--- src/rtl/checked_add_ctrl.sv ---
// Checked-add controller: drives a dual-rail duplicated adder, waits for it
// to settle, verifies true/complement rails and retries on mismatch.
module checked_add_ctrl #(
  parameter int WIDTH     = 64,
  parameter int SETTLE    = 1,
  parameter int MAX_RETRY = 2
) (
  input  logic             clk,
  input  logic             rst_n,
  input  logic             in_valid,
  output logic             in_ready,
  input  logic [WIDTH-1:0] in_a,
  input  logic [WIDTH-1:0] in_b,
  output logic [WIDTH-1:0] add_a,
  output logic [WIDTH-1:0] add_b,
  output logic             add_pa,
  output logic             add_pb,
  input  logic [WIDTH-1:0] add_s,
  input  logic [WIDTH-1:0] add_s_inv,
  input  logic             add_papb,
  input  logic             add_pab,
  output logic             out_valid,
  input  logic             out_ready,
  output logic [WIDTH-1:0] out_sum,
  output logic             out_err,
  output logic [2:0]       out_retries,
  output logic [1:0]       out_par,
  output logic [15:0]      err_count
);

  typedef enum logic [1:0] {
    IDLE, WAIT, CHECK, DONE
  } state_t;

  localparam logic [3:0] SETTLE_INIT = 4'(SETTLE - 1);
  localparam logic [2:0] RETRY_MAX   = 3'(MAX_RETRY);

  state_t           state_q, state_d;
  logic [3:0]       settle_q, settle_d;
  logic [2:0]       retry_q, retry_d;
  logic [WIDTH-1:0] a_d, b_d, sum_d;
  logic             pa_d, pb_d, err_d;
  logic [2:0]       ret_d;
  logic [1:0]       par_d;
  logic [15:0]      ecnt_d;
  logic             pass;

  assign pass      = (add_s == ~add_s_inv);
  assign in_ready  = (state_q == IDLE);
  assign out_valid = (state_q == DONE);

  always_comb begin
    state_d  = state_q;
    settle_d = settle_q;
    retry_d  = retry_q;
    a_d      = add_a;
    b_d      = add_b;
    pa_d     = add_pa;
    pb_d     = add_pb;
    sum_d    = out_sum;
    err_d    = out_err;
    ret_d    = out_retries;
    par_d    = out_par;
    ecnt_d   = err_count;
    unique case (state_q)
      IDLE: begin
        if (in_valid) begin
          a_d      = in_a;
          b_d      = in_b;
          pa_d     = ^in_a;
          pb_d     = ^in_b;
          settle_d = SETTLE_INIT;
          retry_d  = '0;
          state_d  = WAIT;
        end
      end
      WAIT: begin
        if (settle_q == '0) state_d = CHECK;
        else settle_d = settle_q - 4'd1;
      end
      CHECK: begin
        if (pass || retry_q == RETRY_MAX) begin
          sum_d   = add_s;
          err_d   = !pass;
          ret_d   = retry_q;
          par_d   = {add_papb, add_pab};
          state_d = DONE;
          // saturate rather than wrap
          if (!pass && err_count != 16'hFFFF)
            ecnt_d = err_count + 16'd1;
        end else begin
          retry_d  = retry_q + 3'd1;
          settle_d = SETTLE_INIT;
          state_d  = WAIT;
        end
      end
      DONE: begin
        if (out_ready) state_d = IDLE;
      end
      default: state_d = IDLE;
    endcase
  end

  always_ff @(posedge clk) begin
    if (!rst_n) begin
      state_q     <= IDLE;
      settle_q    <= '0;
      retry_q     <= '0;
      add_a       <= '0;
      add_b       <= '0;
      add_pa      <= 1'b0;
      add_pb      <= 1'b0;
      out_sum     <= '0;
      out_err     <= 1'b0;
      out_retries <= '0;
      out_par     <= '0;
      err_count   <= '0;
    end else begin
      state_q     <= state_d;
      settle_q    <= settle_d;
      retry_q     <= retry_d;
      add_a       <= a_d;
      add_b       <= b_d;
      add_pa      <= pa_d;
      add_pb      <= pb_d;
      out_sum     <= sum_d;
      out_err     <= err_d;
      out_retries <= ret_d;
      out_par     <= par_d;
      err_count   <= ecnt_d;
    end
  end

endmodule
--- config.mk ---
export PLATFORM = sky130hd
export DESIGN_NAME = checked_add_ctrl
export DESIGN_NICKNAME = d
export VERILOG_FILES = /design/src/rtl/checked_add_ctrl.sv
export SDC_FILE = /design/constraint.sdc
export NUM_CORES = 1
export LEC_CHECK = 0
export BUFFER_PORTS_ARGS = -buffer_cell sky130_fd_sc_hd__buf_2
export CAP_MARGIN = 20
export CORE_AREA = 2 2 187 189
export CTS_BUF_LIST = sky130_fd_sc_hd__clkbuf_8
export DETAILED_ROUTE_END_ITERATION = 7
export DIE_AREA = 0 0 189 191
export PLACE_DENSITY = 0.61
export SLEW_MARGIN = 10
export SYNTH_ARGS = -nofsm -noshare
export SYNTH_HDL_FRONTEND = slang
export SYNTH_SLANG_ARGS = --single-unit
--- constraint.sdc ---
create_clock -name clk -period 3.7 [get_ports clk]
set_clock_uncertainty 0.1 [all_clocks]
set_input_delay 1.11 -clock clk [delete_from_list [all_inputs] [get_ports clk]]
set_output_delay 1.11 -clock clk [all_outputs]
set_load 0.005 [all_outputs]
Yosys cells after proc, flatten, opt, wreduce, memory -nomap -nowiden
Cells that the tools add are included.
{"block": "totals", "reg_bits": 225, "wordCells": 54}
{"block": "classes", "n_addsub": 3, "n_eq_ne": 11, "mux": 12, "n_bitwise": 1, "n_reduce_logical": 15}
{"cell": "64-bit parity", "n": 2}
{"cell": "64-bit equality test", "n": 1}
{"cell": "64-bit NOT", "n": 1}
{"cell": "16-bit by 1-bit adder with 16-bit output, second input constant", "n": 1}
{"cell": "16-bit inequality test, second input constant", "n": 1}
{"cell": "4-bit two-way mux", "n": 3}
{"cell": "4-bit case mux with 3 select lines", "n": 1}
{"cell": "3-bit AND reduction", "n": 3}
{"cell": "2-bit two-way mux", "n": 4}
{"cell": "2-bit inequality test, second input constant", "n": 4}
{"cell": "2-bit case mux with 4 select lines", "n": 1}
{"cell": "3-bit two-way mux", "n": 2}
{"cell": "3-bit case mux with 2 select lines", "n": 1}
{"cell": "2-bit equality test, second input constant", "n": 2}
{"cell": "4-bit zero test", "n": 1}
{"cell": "2-bit AND reduction", "n": 2}
{"cell": "4-bit AND reduction", "n": 1}
{"cell": "4-bit by 1-bit subtractor with 4-bit output, second input constant", "n": 1}
{"cell": "3-bit by 1-bit adder with 3-bit output, second input constant", "n": 1}
{"cell": "3-bit by 2-bit equality test with 1-bit output, second input constant", "n": 1}
{"cell": "3-bit nonzero test", "n": 1}
{"cell": "2-bit by 1-bit equality test with 1-bit output, second input constant", "n": 1}
{"cell": "2-bit zero test", "n": 1}
{"cell": "2-bit by 1-bit inequality test with 1-bit output, second input constant", "n": 1}
{"cell": "4 further kinds", "n": 4}

Depth between registers and ports, before layout
{"block": "depth", "depth_word": 5, "mapped_depth": 9}

Worst setup path after synthesis
Ideal clock, no wire load.
{"block": "synth_path", "kind": "input port to flip-flop", "start": "in add_s_inv[40]", "end": "reg out_sum[10]", "arrival_time_ps": 2755, "t_required_ps": 3472, "setup_slack_ps": 718, "stages": 9, "cell_sequence": "xnor2_1 -> nor4_1 -> nand4_1 -> nor4_4 -> o21a_2 -> buf_6 -> buf_12 -> mux2i_1 -> nor2_1"}
{"block": "synth_between", "elab_chain_cells": 4}
{"item": "start: declaration", "line": "19", "text": "input logic [WIDTH-1:0] add_s_inv,"}
{"item": "64-bit NOT", "line": "48", "text": "assign pass = (add_s == ~add_s_inv);"}
{"item": "64-bit equality test", "line": "48"}
{"item": "1-bit logical OR", "line": "82", "text": "if (pass || retry_q == RETRY_MAX) begin"}
{"item": "2-bit AND reduction (no source line)"}
{"item": "end signal: assignment", "line": "126", "text": "out_sum <= sum_d;"}
{"item": "end: declaration", "line": "24", "text": "output logic [WIDTH-1:0] out_sum,"}
No other way between the ends.
A chain may end at the register's enable or synchronous reset.

Final worst setup path
{"block": "layout_path", "start": "in add_s_inv[40]", "end": "reg out_sum[54]"}
The elaborated chain is that of the path after synthesis.

==> reports/summary.txt <==
status: completed
share of cells above drive strength 1: 0.335
total congestion overflow: 0
sequential-to-total area share from yosys stat: 0.446
Synth Instances: 1,168
crit path capture type: register
die area: 36,100 um2
synthesis-to-layout area growth: 35.2%
min cycle time layout: 3010 ps
fraction of registers with async set or reset after synthesis: 0
WL/cell: 15.9 um
Avg Inst Size Synth: 8.64 um2
RSZ-0062 raised after global routing: false
upper clock frequency limit: 333 MHz
Max Slew Vio Count: 0
Placer Congestion: 0.911
Finished Layout Cells: 2,112
Die W: 189 um
gr busiest metal: met2
initial antenna violation count: 2
worst hold path type: register to register
r2r setup slk: 970 ps
Data required, critical path: 4000 ps
Crit Path Class: input port to register
#FFs+latches synth: 225
GR Util met2: 0.287
GRT Total Usage: 0.173
Syn. warnings: 0
worst skew pair latency: 530 ps
post-CTS sizing: 0
first-pass GRT wire length: 49.4 mm
Leak: 5.95 nW
DP HPWL: 25.4 mm
Worst setup SP type: input port
CTS tree: built
crit path DAT: 3310 ps
antenna-violating nets left: 0
max_cap viols: 0
routed vias/inst: 4.57
Post-CTS Hold Fix Bufs: 0
Root Buffer: clkbuf_8
IO Port Bufs: 479
Starting Density: 0.296
setup TNS: 0 ps
core area: 34,100 um2
IO Pins: 480
Peak VDD IR: 224 uV
pin count of the biggest net entering global routing: 96
number of detailed-route iterations in the first pass: 5
Starting DRT DRC Count: 604
post-synthesis cell area: 10,100 um2
# setup viols final: 0
CTS H-Tree Depth: 2
CTS Buf Count: 40
setup bufs post-CTS: 0
EDFF count, synth: 0
Top FF cell, synth: dfxtp_1
Final Total Pwr: 6.07 mW
P per Cell Area: 445 nW/um2
routing usage on met1: 0.211
Vias: 9,646
number of nets in the layout: 1,900
Reg clk slew, reported paths: 60 ps
clock tree buffer depth: 3
dpl cells: 2,047
relative slew slack: 0.533
grt met3 use: 0.0481
post-route clock period utilization: 0.813
number of global-route vias before repair: 9,066
Die Ht: 191 um
syn_nets: 1,434
pre-CTS setup slack: 160 ps
final worst slack: 692 ps
total clock sinks: 225
Netlist cell types: 41
Critical Path Fanout Max: 15
row cnt: 68
Routed WL: 33.5 mm
worst slew pin tran: 696 ps
drt drc: 0
Final Hold Fails: 0
power by group:
group	switching, mW	leakage, nW	total, mW	internal [mW]
sequential	0.0638	1.83	2.61	2.55
combinational	0.670	3.71	1.27	0.597
clock	1.01	0.409	2.19	1.18
layer usage:
layer  up-vias  part of all wire
met2       339              0.48
met1      4469              0.41
met3        80             0.074
met4         0             0.034
met5         -                 0
li1       4758                 -
worst max-delay path, stage by stage:
cell	delay (ps)
buf_2	110
xnor2_1	110
nor4_1	400
nand4_1	340
nor4_4	450
o21a_4	210
buf_4	280
mux2i_1	230
nor2_1	60
placed cells by master, fill, tap and decap left out, types with 4 or more instances in the layout:
| cell type | synthesis | final |
|---|---|---|
| buf_2 | 1 | 479 |
| nand2_1 | 273 | 272 |
| dfxtp_1 | 225 | 225 |
| xnor2_1 | 184 | 184 |
| a21oi_1 | 139 | 139 |
| nor2_1 | 92 | 92 |
| mux2i_1 | 77 | 77 |
| clkbuf_8 | 0 | 49 |
| nor4_1 | 22 | 22 |
| inv_1 | 8 | 16 |
| xor2_1 | 12 | 12 |
| nand4_1 | 9 | 9 |
| nand2b_1 | 7 | 7 |
| buf_12 | 6 | 7 |
| nand3_1 | 6 | 6 |
| o21ai_0 | 6 | 6 |
| buf_4 | 1 | 5 |
| and2_1 | 5 | 4 |
| nor2b_1 | 4 | 4 |
| ha_1 | 4 | 4 |
registers in the layout, indices dropped and copies added (netlist names):
| register | count |
|---|---|
| add_a | 64 |
| add_b | 64 |
| out_sum | 64 |
| err_count | 16 |
| settle_q | 4 |
| out_retries | 3 |
| retry_q | 3 |
| out_par | 2 |
| state_q | 2 |
| add_pa | 1 |
| add_pb | 1 |
| out_err | 1 |
final cells by class:
cell class,count,area [um2]
diodes,2,5.00
repair buffers,491,2570
clock buffers,49,674
fillers,3490,20500
multi-input cells,868,5210
flip-flops and latches,225,4500
inverters,8,35.0
clock inverters,14,66.3
well taps,455,569
logic make-up after synthesis:
logic type | share of synthesized area
buffers and inverters | 0.0388
xor gates and xnor gates | 0.170
muxes | 0.0764
and+or+nand+nor | 0.179
adders and majority gates | 0.00496
AOI/OAI and AO/OA | 0.0847
DFF | 0.446
worst paths after layout:
path | startpoint | to | cells after the start
worst max-delay path | add_s_inv[40] | out_sum[54] | 9
worst min-delay path | add_b[58] | add_b[58] | 2
worst max register to register | retry_q[0] | err_count[14] | 7
worst min register to register | add_b[58] | add_b[58] | 2
cells in the mapped netlist (2+ instances only):
cell	n	area, um2
o311ai_0	3	26.3
nand2b_1	7	43.8
a31o_2	2	17.5
clkbuf_1	57	214
xnor2_1	184	1610
nor2b_1	4	25.0
a21oi_1	139	696
inv_1	8	30.0
dfxtp_1	225	4500
a211oi_1	3	22.5
nand4_1	9	56.3
buf_12	6	120
and3_1	2	12.5
nor4b_1	2	17.5
o31ai_1	2	15.0
nand2_1	273	1020
mux2i_1	77	771
ha_1	4	50.1
and2_1	5	31.3
nor4_1	22	138
nor2_1	92	345
nand3_1	6	30.0
o21ai_0	6	30.0
xor2_1	12	105
nor3_2	2	20.0
stage by stage:
| step | util | hold slack [ps] | cell area [um2] |
|---|---|---|---|
| 2_1_floorplan | - | 353 | 10100 |
| 3_3_place_gp | 0.378 | 338 | 12900 |
| 3_5_place_dp | 0.378 | 343 | 12900 |
| 4_1_cts | 0.400 | 351 | 13600 |
| 5_1_grt | 0.400 | 364 | 13600 |
| 6_report | 0.400 | 350 | 13600 |
Power figures use the tool's default switching activity.
